[src/rtl/common_bus_datapath.sv]
// common_bus_datapath
//
// Datapath half of the 8-bit common-bus CPU.
//
// The block holds the following state:
//   - instruction register (IR)
//   - program counter (PC)
//   - register file
//   - register-select field
//   - ALU source registers
//   - zero and carry flags
//
// All of these registers read from, or feed, one shared 8-bit bus.
// The microcode sequencer supplies the bus source select and the load
// enables each cycle. The datapath itself contains no sequencing.
//
// Ports:
//   clock              rising-edge system clock
//   reset_n            asynchronous active-low reset; clears all state
//   data_bus_sel       bus source select (data_bus_t)
//   pc_load_en         PC  <= bus
//   ir_load_en         IR  <= instr_in
//   rf_write_read      1: rf[sel] <= bus (flags update on ALU_BUS), 0: read only
//   alu_src1_load_en   src1 <= bus
//   alu_src2_load_en   src2 <= bus
//   sel_field_load_en  sel  <= bus[2:0]
//   instr_in           16-bit instruction word fetched at pc_out
//   imm_instruction    IR[13], returned to the sequencer
//   pc_out             current PC
//   bus_out            current bus value
//   flag_z, flag_c     registered zero and carry/borrow flags
//
// Optional build macro:
//   RF_R0_ZERO_EN      when defined, r0 reads as 0x00 and writes to r0
//                      are dropped (the flags still update)

package internal_defines_pkg;
    typedef enum logic [2:0] {
        ZERO      = 3'd0,
        IR_R1     = 3'd1,
        IR_RD     = 3'd2,
        IR_R2     = 3'd3,
        RF        = 3'd4,
        ALU_BUS   = 3'd5,
        PC_PLUS_4 = 3'd6
    } data_bus_t;
endpackage

module common_bus_datapath
    import internal_defines_pkg::*;
#(
    parameter int unsigned RF_DEPTH = 8,
    parameter int unsigned PC_STEP  = 4
) (
    input  logic        clock,
    input  logic        reset_n,
    input  data_bus_t   data_bus_sel,
    input  logic        pc_load_en,
    input  logic        ir_load_en,
    input  logic        rf_write_read,
    input  logic        alu_src1_load_en,
    input  logic        alu_src2_load_en,
    input  logic        sel_field_load_en,
    input  logic [15:0] instr_in,
    output logic        imm_instruction,
    output logic [7:0]  pc_out,
    output logic [7:0]  bus_out,
    output logic        flag_z,
    output logic        flag_c
);

    logic [15:0] ir;
    logic [7:0]  pc;
    logic [2:0]  sel;
    logic [7:0]  src1;
    logic [7:0]  src2;
    logic [7:0]  rf [RF_DEPTH];

    logic [7:0]  bus;
    logic [7:0]  rf_rdata;
    logic [7:0]  alu_result;
    logic        alu_carry;
    logic [8:0]  sum9;
    logic [8:0]  diff9;

    // Register-file read port. Selects that fall outside RF_DEPTH read as zero.
    always_comb begin
        rf_rdata = '0;
        for (int unsigned i = 0; i < RF_DEPTH; i++) begin
            if (sel == 3'(i)) begin
                rf_rdata = rf[i];
            end
        end
`ifdef RF_R0_ZERO_EN
        if (sel == 3'd0) begin
            rf_rdata = '0;
        end
`endif
    end

    // ALU. For SUB, bit 8 of the 9-bit difference is the borrow
    // (set when src1 < src2, unsigned).
    assign sum9  = {1'b0, src1} + {1'b0, src2};
    assign diff9 = {1'b0, src1} - {1'b0, src2};

    always_comb begin
        alu_result = '0;
        alu_carry  = 1'b0;
        case (ir[15:14])
            2'b00: begin
                alu_result = sum9[7:0];
                alu_carry  = sum9[8];
            end
            2'b01: begin
                alu_result = diff9[7:0];
                alu_carry  = diff9[8];
            end
            2'b10: alu_result = src1 & src2;
            2'b11: alu_result = src1 ^ src2;
            default: begin
                alu_result = '0;
                alu_carry  = 1'b0;
            end
        endcase
    end

    // Shared bus multiplexer.
    always_comb begin
        bus = '0;
        case (data_bus_sel)
            ZERO:      bus = '0;
            IR_R1:     bus = {5'b0, ir[9:7]};
            IR_RD:     bus = {5'b0, ir[12:10]};
            IR_R2:     bus = ir[13] ? {ir[6], ir[6:0]} : {5'b0, ir[2:0]};
            RF:        bus = rf_rdata;
            ALU_BUS:   bus = alu_result;
            PC_PLUS_4: bus = pc + 8'(PC_STEP);
            default:   bus = '0;
        endcase
    end

    always_ff @(posedge clock or negedge reset_n) begin
        if (!reset_n) begin
            ir     <= '0;
            pc     <= '0;
            sel    <= '0;
            src1   <= '0;
            src2   <= '0;
            flag_z <= 1'b0;
            flag_c <= 1'b0;
            for (int unsigned i = 0; i < RF_DEPTH; i++) begin
                rf[i] <= '0;
            end
        end else begin
            if (ir_load_en) begin
                ir <= instr_in;
            end
            if (pc_load_en) begin
                pc <= bus;
            end
            if (sel_field_load_en) begin
                sel <= bus[2:0];
            end
            if (alu_src1_load_en) begin
                src1 <= bus;
            end
            if (alu_src2_load_en) begin
                src2 <= bus;
            end
            if (rf_write_read) begin
                for (int unsigned i = 0; i < RF_DEPTH; i++) begin
`ifdef RF_R0_ZERO_EN
                    if (sel == 3'(i) && i != 0) begin
`else
                    if (sel == 3'(i)) begin
`endif
                        rf[i] <= bus;
                    end
                end
                if (data_bus_sel == ALU_BUS) begin
                    flag_z <= (alu_result == 8'h00);
                    flag_c <= alu_carry;
                end
            end
        end
    end

    assign imm_instruction = ir[13];
    assign pc_out          = pc;
    assign bus_out         = bus;

endmodule

[config.mk]
export PLATFORM = sky130hd
export DESIGN_NAME = common_bus_datapath
export DESIGN_NICKNAME = d
export VERILOG_FILES = /design/src/rtl/common_bus_datapath.sv
export SDC_FILE = /design/constraint.sdc
export NUM_CORES = 1
export LEC_CHECK = 0
export ABC_AREA = 1
export CAP_MARGIN = 20
export CORE_MARGIN = 1
export CORE_UTILIZATION = 26
export DETAILED_ROUTE_END_ITERATION = 16
export GPL_TIMING_DRIVEN = 0
export PLACE_DENSITY = 0.46
export SKIP_LAST_GASP = 1
export SLEW_MARGIN = 0
export SYNTH_ARGS = -nofsm -noshare
export SYNTH_HDL_FRONTEND = slang
export SYNTH_SLANG_ARGS = --single-unit
[constraint.sdc]
create_clock -name clock -period 2 [get_ports clock]
set_input_delay 0.3 -clock clock [delete_from_list [all_inputs] [get_ports clock]]
set_output_delay 0.3 -clock clock [all_outputs]
set_load 0.03 [all_outputs]
==> reports/metrics.cfg <==
[run_status]
status = complete, but fails checks
violations = negative setup slack

[route]
num_vias = 5934
vias_per_cell = 4.48
antenna_left = 0
wl_met2_um = 9600
drc = 0
first_pass_iters = 5
drt_iter0_markers = 407
wl_met1_um = 10200
dr_wl_met3_um = 774
wl_um = 20800
wl_per_cell_um = 15.7
dr.max_layer_used = met4

[timing]
rsz0062_at_grt = yes
period_needed_ps = 2730
finalClockSkew_ps = 4.82
clock.fmax_mhz = 366
tightest_slew_ps = 633
min_period_over_period = 1.37
fin_ws_ps = -735
tns_ps = -21960
slew_violations = 0
relSlewSlack = 0.576
setup_viol = 84
hold_viol = 0

[logic_synthesis]
synthCells = 876
synth_top_family_by_area = simple AND/OR/NAND/NOR gates
avgSynthCellArea_um2 = 7.07
syn-num-nets = 923
synthAdderAreaFrac = 0.0428
yosysSeqAreaShare = 0.440
ys_warn_count = 0
synth_cell_types = 34
synthTopCellsByArea = dfrtp_1, nand2_1, inv_1
yosysTopAreaCellShare = 0.440
synth-simple-area-share = 0.365
ys_ff_latch = 109
yosys.area.top_type = dfrtp_1
synth_compound_area_frac = 0.0616
synthMuxAreaShare = 0.00364
syn_area_um2 = 6190
synth_xor_area_frac = 0.00141

[finish]
areaGrowthSynthToFinish_pct = 41.3
post-route-cell-area_um2 = 8750
layout_commonest_cell = nand2_1
layout_common_cells = nand2_1, dfrtp_1, inv_1, nand2_2, buf_4
nNetsFinal = 1050
drive_above_1_share = 0.268
antenna_cells = 0

[placed_design]
placedInstanceArea_um2 = 7080
gp_congestion = 0.848
dp_hpwl_um = 13400
numPortBuffers = 40

[floorplanning]
dieArea_um2 = 24400
die_x_um = 156
floorplan.rows = 56
io_pins = 46
initial_utilization = 0.265
dieHeight_um = 156
core_area_um2 = 23400

[setup_path]
critPathLaunchType = flop
arrival_ps = 2430
endpoint_kind = primary output
path_max_fanout = 7
required_ps = 1700
timing_worst_setup_path_type = reg -> out

[grt]
grt_max_degree = 57
antenna_found_initial = 0
grt_first_pass_wirelength_um = 31900
grtUsageTotal = 0.175
grt-ovfl-total = 0
grt_pass1_vias = 5556

[job]
drv_cap = 0

[clocking]
path_clk_slew_ps = 70
cts_root_buf = clkbuf_16
cts_tree = yes
clock_sinks = 109
clockBufferDepth = 2
clock_latency_ps = 360
htree_levels = 3
cts-buffers-inserted = 9

[power]
p_leak_uw = 0.00449
vdd_drop_max_mv = 0.462
power_density_nw_per_um2 = 920

[min_path]
holdCritPathClass = in -> reg

[synthesized netlist by cell type]
master / count
o21ai_1: 1
nor2_2: 2
o221ai_1: 1
nand4_1: 14
and2_1: 3
nor3_1: 2
mux2_2: 2
fa_1: 2
or2_2: 1
inv_4: 2
nand3_2: 2
a21oi_1: 24
o22ai_1: 5
buf_4: 5
nand2_1: 421
buf_6: 6
inv_2: 4
buf_2: 5
nand3_1: 48
clkbuf_1: 6
dfrtp_1: 109
nand3b_1: 1
clkinv_1: 1
nor3_2: 3
nor3_4: 3
ha_1: 18
or2_0: 4
inv_1: 90
o21a_1: 1
nor2_1: 47
a32oi_1: 1
buf_1: 1
xor2_1: 1
o21ai_0: 40
[layout make-up]
type | instances | area [µm²]
buffer | 22 | 282
tap | 319 | 399
inverter | 97 | 385
timing repair buffer | 117 | 1220
clock inverter | 4 | 23.8
clock buffer | 11 | 233
multi-input combinational | 647 | 3480
fill | 2503 | 14600
sequential | 109 | 2730
[metal layers]
layer,track usage,up-vias
li1,-,2971
met1,0.246,2830
met2,0.276,117
met3,0.0285,16
met4,0.0472,0
met5,0,-
[per-stage QoR]
| step | power, µW | std cells | hold WS (ps) | util | setup slack [ps] |
|---|---|---|---|---|---|
| 6_report | 8060 | 1326 | 348 | 0.374 | -735 |
| 5_1_grt | 8550 | 1326 | 374 | 0.374 | -861 |
| 4_1_cts | 7630 | 1290 | 313 | 0.344 | -737 |
| 3_5_place_dp | 5360 | 1236 | 306 | 0.302 | -1100 |
| 3_3_place_gp | 5350 | 1235 | 462 | 0.301 | -4000 |
| 2_1_floorplan | 4530 | 876 | 4.41 | - | -27.7 |
[cell families after synthesis]
kind of cell    Yosys count
flops                   109
fa+ha+maj                20
buf+inv                 120
xor+xnor                  1
mux                       2
simple gates            551
compound gates           73
[worst paths after layout]
| kind | startpoint | to | slack (ps) | cells past startpoint |
|---|---|---|---|---|
| max | src2[0] | bus_out[6] | -730 | 10 |
| min | ir_load_en | ir[7] | 350 | 3 |
| max reg2reg | src1[0] | rf[60] | -530 | 19 |
| min reg2reg | rf[63] | rf[63] | 480 | 2 |
| max in group asynchronous | reset_n | ir[14] | 850 | 3 |
| min in group asynchronous | reset_n | rf[61] | 450 | 2 |
[worst max-delay path, cell delays in order (launching register included)]
cell and delay, ps:
dfrtp_2 460, ha_4 180, fa_2 390, nand4_1 150, nand4_1 170, nand2_1 110, nand2_1 50, nand3_1 100
nand3_2 130, buf_12 170, buf_4 160
[repair_timing]
action / in CTS / in global routing
endpoints found under the hold margin: 53 / 0
setup buffers: 34 / 40
pin swaps: 23 / 67
gates resized for setup: 145 / 150
cloned: 4 / 2
endpoints found under the setup margin: 98 / 101
hold buffers: 1 / 0
[registers in the layout (all words and copies together), names as in the netlist]
signal,count
src2,8
pc_out,8
flag_c,1
sel,3
src1,8
flag_z,1
ir,16
rf,64
[power by group]
group / switching, µW / internal (µW)
combinational: 1880 / 1430
clock: 864 / 840
sequential: 348 / 2700
total: 3090 / 4970
No activity file was read; power rests on OpenSTA's default activity.
